<file path="src/rtl/blink_pkg.sv">
// Shared definitions for the blink-divider link: FSM state encoding and the
// divide value both the blinker and this monitor must agree on.
package blink_pkg;

    localparam int unsigned EXPECTED_HALF_DEFAULT = 9;

    typedef enum logic [1:0] {
        ST_IDLE    = 2'd0,
        ST_MEASURE = 2'd1,
        ST_LOCKED  = 2'd2
    } state_e;

endpackage

</file>
<file path="src/rtl/sync_edge_det.sv">
// Two-flop synchronizer for the asynchronous light line plus a one-cycle
// toggle pulse comparing the synchronized value with its previous sample.
module sync_edge_det (
    input  logic i_clk,
    input  logic i_rst,
    input  logic i_async,
    output logic o_edge
);

    logic r_sync1;
    logic r_sync2;
    logic r_prev;

    always_ff @(posedge i_clk) begin
        if (i_rst) begin
            r_sync1 <= 1'b0;
            r_sync2 <= 1'b0;
            r_prev  <= 1'b0;
        end else begin
            r_sync1 <= i_async;
            r_sync2 <= r_sync1;
            r_prev  <= r_sync2;
        end
    end

    assign o_edge = r_sync2 ^ r_prev;

endmodule

</file>
<file path="src/rtl/blink_monitor.sv">
// Measures light half-periods in clk cycles, checks them against the expected
// divide value and tracks lock.
//
// state      | meaning
// ST_IDLE    | line stopped or never seen; next edge arms the interval counter
// ST_MEASURE | reporting intervals, counting consecutive in-tolerance ones
// ST_LOCKED  | enough good intervals seen; violations and timeouts flag errors
module blink_monitor
    import blink_pkg::*;
#(
    parameter int unsigned EXPECTED_HALF = EXPECTED_HALF_DEFAULT,
    parameter int unsigned TOL           = 1,
    parameter int unsigned LOCK_COUNT    = 4,
    parameter int unsigned CNT_W         = 8
) (
    input  logic             i_clk,
    input  logic             i_rst,
    input  logic             i_light,
    output logic [CNT_W-1:0] o_half_period,
    output logic             o_period_valid,
    output logic             o_locked,
    output logic             o_error,
    output logic [7:0]       o_err_count
);

    localparam int unsigned GOOD_W = $clog2(LOCK_COUNT + 1);

    localparam logic [CNT_W-1:0]  CNT_MAX   = '1;
    localparam logic [CNT_W-1:0]  TOL_LO    = CNT_W'(EXPECTED_HALF - TOL);
    localparam logic [CNT_W-1:0]  TOL_HI    = CNT_W'(EXPECTED_HALF + TOL);
    localparam logic [CNT_W-1:0]  TIMEOUT   = CNT_W'(EXPECTED_HALF + TOL + 1);
    localparam logic [GOOD_W-1:0] GOOD_LAST = GOOD_W'(LOCK_COUNT - 1);

    state_e              r_state;
    state_e              w_next_state;
    logic [CNT_W-1:0]    r_cnt;
    logic [CNT_W-1:0]    w_cnt_next;
    logic [GOOD_W-1:0]   r_good_cnt;
    logic [GOOD_W-1:0]   w_good_next;
    logic                w_edge;
    logic                w_in_tol;
    logic                w_report;
    logic                w_error;

    logic [CNT_W-1:0]    r_half_period;
    logic                r_period_valid;
    logic                r_locked;
    logic                r_error;
    logic [7:0]          r_err_count;

    sync_edge_det u_sync_edge_det (
        .i_clk   (i_clk),
        .i_rst   (i_rst),
        .i_async (i_light),
        .o_edge  (w_edge)
    );

    assign w_in_tol = (r_cnt >= TOL_LO) && (r_cnt <= TOL_HI);

    always_ff @(posedge i_clk) begin
        if (i_rst) begin
            r_state <= ST_IDLE;
        end else begin
            r_state <= w_next_state;
        end
    end

    // An edge always wins over the timeout compares in the same cycle.
    always_comb begin
        w_next_state = r_state;
        unique case (r_state)
            ST_IDLE: begin
                if (w_edge) w_next_state = ST_MEASURE;
            end
            ST_MEASURE: begin
                if (w_edge) begin
                    if (w_in_tol && (r_good_cnt == GOOD_LAST)) w_next_state = ST_LOCKED;
                end else if (r_cnt == CNT_MAX) begin
                    w_next_state = ST_IDLE;
                end
            end
            ST_LOCKED: begin
                if (w_edge) begin
                    if (!w_in_tol) w_next_state = ST_MEASURE;
                end else if (r_cnt == TIMEOUT) begin
                    w_next_state = ST_MEASURE;
                end
            end
            default: w_next_state = ST_IDLE;
        endcase
    end

    always_comb begin
        w_report    = 1'b0;
        w_error     = 1'b0;
        w_good_next = r_good_cnt;
        if (w_edge) begin
            w_cnt_next = {{(CNT_W-1){1'b0}}, 1'b1};
        end else if (r_cnt == CNT_MAX) begin
            w_cnt_next = r_cnt;
        end else begin
            w_cnt_next = r_cnt + 1'b1;
        end
        unique case (r_state)
            ST_IDLE: begin
                w_good_next = '0;
                if (!w_edge) w_cnt_next = '0;
            end
            ST_MEASURE: begin
                if (w_edge) begin
                    w_report    = 1'b1;
                    w_good_next = w_in_tol ? r_good_cnt + 1'b1 : '0;
                end else if (r_cnt == CNT_MAX) begin
                    w_cnt_next = '0;
                end
            end
            ST_LOCKED: begin
                if (w_edge) begin
                    w_report = 1'b1;
                    if (!w_in_tol) begin
                        w_error     = 1'b1;
                        w_good_next = '0;
                    end
                end else if (r_cnt == TIMEOUT) begin
                    w_error     = 1'b1;
                    w_good_next = '0;
                end
            end
            default: begin
                w_cnt_next  = '0;
                w_good_next = '0;
            end
        endcase
    end

    always_ff @(posedge i_clk) begin
        if (i_rst) begin
            r_cnt          <= '0;
            r_good_cnt     <= '0;
            r_half_period  <= '0;
            r_period_valid <= 1'b0;
            r_locked       <= 1'b0;
            r_error        <= 1'b0;
            r_err_count    <= '0;
        end else begin
            r_cnt          <= w_cnt_next;
            r_good_cnt     <= w_good_next;
            r_period_valid <= w_report;
            r_locked       <= (w_next_state == ST_LOCKED);
            r_error        <= w_error;
            if (w_report) r_half_period <= r_cnt;
            if (w_error && (r_err_count != 8'hFF)) r_err_count <= r_err_count + 8'd1;
        end
    end

    assign o_half_period  = r_half_period;
    assign o_period_valid = r_period_valid;
    assign o_locked       = r_locked;
    assign o_error        = r_error;
    assign o_err_count    = r_err_count;

endmodule

</file>
<file path="config.mk">
export PLATFORM = sky130hd
export DESIGN_NAME = blink_monitor
export DESIGN_NICKNAME = d
export VERILOG_FILES = /design/src/rtl/blink_pkg.sv /design/src/rtl/sync_edge_det.sv /design/src/rtl/blink_monitor.sv
export SDC_FILE = /design/constraint.sdc
export NUM_CORES = 1
export LEC_CHECK = 0
export CAP_MARGIN = 20
export CORE_MARGIN = 5
export CORE_UTILIZATION = 49
export CTS_CLUSTER_SIZE = 16
export DETAILED_ROUTE_END_ITERATION = 10
export PLACE_DENSITY = 0.72
export SYNTH_ARGS = -nofsm -noshare
export SYNTH_HDL_FRONTEND = slang
export SYNTH_SLANG_ARGS = --single-unit
</file>
<file path="constraint.sdc">
create_clock -name i_clk -period 2.1 [get_ports i_clk]
set_clock_uncertainty 0.1 [all_clocks]
set_input_delay 0.63 -clock i_clk [delete_from_list [all_inputs] [get_ports i_clk]]
set_output_delay 0.63 -clock i_clk [all_outputs]
set_load 0.02 [all_outputs]
</file>
==> flow_summary.yaml <==
setup_path:
  slowest_stage: "clkdlybuf4s50_1"
  cp.required_ps: 1370
  cp_max_fo: 2
  crit_type: "reg -> out"
  crit_path_end_kind: "output pin"
  cp_cell_sequence: "clkdlybuf4s50_1"
  path_buf_inv: 1
  crit_family: "buffers and inverters"
  crit_arrival_ps: 1320
  slowest_delay_ps: 620
  worst_setup_path_start_kind: "register"
routing:
  avgViaCountPerCell: 5.48
  drc_errors: 0
  m1WireLength_mm: 1.84
  dr.pass1.iters: 4
  dr_wl_met3_um: 155
  met2_length_mm: 1.81
  ant_nets: 0
  top_layer: "met4"
  wire_per_inst_um: 13.9
  drtIter0Drc: 99
  wl_mm: 3.88
  routed-via-count: 1535
timing:
  worst_slew_pin_slew_ps: 379
  fin_crit_sh: 0.977
  fmax_mhz: 487
  finalMaxSlewViolations: 0
  hold_violations: 0
  fin_ws_ps: 47.4
  finalSetupViolCount: 0
  min_period_ps: 2050
  rsz0062_at_grt: "yes"
  relSlewSlack: 0.746
floorplanning:
  dieHeight_um: 68.5
  dieWidth_um: 68.5
  rows: 21
  core_area_sq_um: 3310
  ioPinCount: 22
  dieArea_sq_um: 4690
  initial_utilization: 0.506
min_path:
  hold_path_class: "reg -> reg"
yosys:
  muxShareOfSynthArea: 0.0120
  synth_fa_ha_area_frac: 0.0673
  seq_area_frac_synth: 0.419
  synth_nets: 211
  yosys.area_share.xor_xnor: 0.0314
  ys_ff_latch: 35
  yosysWarningCount: 0
  syn_area_per_cell_sq_um: 8.41
  syn_area_sq_um: 1670
  synth_top_family_by_area: "simple AND/OR/NAND/NOR gates"
  synthSimpleGateAreaFrac: 0.268
  synthCells: 199
  synth_compound_area_frac: 0.150
  synth_cell_type_count: 38
finish:
  fillers: 313
  final_common_cell: "dfxtp_1"
  antenna_cells: 0
  nNetsFinal: 245
  syn_to_final_growth_pct: 24.2
  final_layout_size_suffix_gt1_frac: 0.128
  layout_common_cells: "dfxtp_1 (34), nand2_1 (22), a21oi_1 (20)"
  fin_cells: 280
global_route:
  grt_pass1_vias: 1507
  overflow: 0
  grt_max_degree: 30
  grt_first_pass_wirelength_mm: 6.43
  antenna_found_initial: 0
  grt_usage: 0.183
clocking:
  cts-hold-fix-buffers: 0
  clkSinkCount: 35
  cts_buffer_depth: 2
  cts_max_level: 2
  path_clk_slew_ps: 100
  tritoncts: "done"
  clock_latency_ps: 340
  cts_buffers: 5
  ctsRootBufferMaster: "clkbuf_4"
placed_design:
  place_hpwl_mm: 2.81
  dp.cells: 270
  port_buffers: 21
  place_ws_ps: -36.0
  gp_congestion: 0.821
power:
  p_seq_frac: 0.609
  powerDensity_nw_per_um2: 533
  combPwrFrac: 0.079
  peakVddDrop_v: 0.000359
  pwr-share-clk: 0.313
  p_leak_nw: 0.822
  power_switching_mw: 0.273
  p_int_mw: 0.836
  power.share.switching: 0.246
run:
  max_cap_viol_count: 0
run_status:
  status: "finished, final reports clean"
what timing repair did:
| action | in CTS | in global routing |
|---|---|---|
| gates resized for setup | 5 | 8 |
| setup endpoints to repair | 5 | 13 |
| setup buffers | 0 | 2 |
| pin swaps | 0 | 4 |
cell type report:
class	instances	area, sq um	share of cell area
multi-input cells	143	901	0.433
well taps	46	57.6	0.0277
clock inverters	1	5.00	0.00241
repair buffers	36	324	0.156
flip-flops and latches	35	702	0.338
clock buffers	7	45.0	0.0217
inverters	12	45.0	0.0217
worst register-to-register path: cells and delay by family (launching register included):
| family | cells | cell delay [ps] |
|---|---|---|
| buffers and inverters | 1 | 180 |
| AND/OR/NAND/NOR | 3 | 1080 |
| flip-flops | 1 | 350 |
| AO/OA/AOI/OAI | 2 | 270 |
state kept, by name, summed over array words and instances, names as in the netlist:
signal                   cells
o_period_valid               1
o_err_count                  8
u_sync_edge_det.r_sync2      1
o_locked                     1
o_half_period                8
u_sync_edge_det.r_prev       1
r_state                      2
u_sync_edge_det.r_sync1      1
o_error                      1
r_good_cnt                   3
r_cnt                        8
synth_stat cells:
cell type	number	area (sq um)
a211oi_1	1	7.51
nor2b_1	5	31.3
inv_1	12	45.0
nand4_1	7	43.8
a31oi_1	2	12.5
or4_4	1	11.3
or2_2	1	6.26
o2111ai_1	1	8.76
a21oi_1	20	100
nand3_1	12	60.1
o311a_1	1	10.0
ha_1	9	113
and2_1	1	6.26
or4_1	2	15.0
o221a_2	1	11.3
nor2_1	12	45.0
o32ai_1	1	8.76
or3_1	6	37.5
o41ai_1	2	17.5
mux2i_1	2	20.0
nand2_1	22	82.6
buf_2	2	10.0
nor3_1	6	30.0
o21ai_0	9	45.0
and4_1	1	8.76
o21ai_1	1	5.00
xor2_1	4	35.0
nor4_1	2	12.5
dfxtp_1	35	701
clkbuf_1	6	22.5
nand3_4	1	17.5
and3_1	4	25.0
nand3b_1	1	7.51
nor3b_1	1	7.51
xnor2_1	2	17.5
buf_6	1	11.3
a2111oi_0	1	8.76
o21ai_4	1	16.3
routing by layer:
metal | global-route usage | vias to the layer above
li1 | - | 772
met1 | 0.231 | 723
met2 | 0.288 | 31
met3 | 0.0427 | 9
met4 | 0.0893 | 0
met5 | 0 | -
stage by stage:
| stage | hold WS (ps) | power (mW) | util | instance area, sq um | TNS, ps |
|---|---|---|---|---|---|
| 3_5_place_dp | 338 | 0.772 | 0.603 | 2000 | -51.7 |
| 4_1_cts | 362 | 1.11 | 0.616 | 2040 | 0 |
| 5_1_grt | 382 | 1.16 | 0.628 | 2080 | -11.4 |
| 3_3_place_gp | 338 | 0.768 | 0.603 | 2000 | 0 |
| 2_1_floorplan | 314 | 0.743 | - | 1670 | 0 |
| 6_report | 357 | 1.11 | 0.628 | 2080 | 0 |
path summary, 6_finish.rpt:
kind                                 from                 endpoint  slack (ps)  cells after the start
hold / removal    u_sync_edge_det.r_sync1  u_sync_edge_det.r_sync2         360                      1
hold reg to reg   u_sync_edge_det.r_sync1  u_sync_edge_det.r_sync2         360                      1
setup reg to reg                 r_cnt[7]            r_good_cnt[2]          60                      6
setup / recovery         o_half_period[5]         o_half_period[5]          50                      1
cell families after synthesis:
kind of cell | Yosys count
AOI/OAI and AO/OA | 41
xor gates and xnor gates | 6
adders and majority gates | 9
buffers and inverters | 21
DFF | 35
muxes | 2
and+or+nand+nor | 85
power groups by stage:
stage | Clock (mW) | Combinational [mW] | Sequential, mW
floorplan | 0 | 0.0522 | 0.691
global placement | 0 | 0.0784 | 0.690
detailed placement | 0 | 0.0813 | 0.690
CTS | 0.354 | 0.0820 | 0.675
global route | 0.385 | 0.0952 | 0.676
finish | 0.347 | 0.0871 | 0.675
Note: power is estimated with default switching activity, not from simulation.
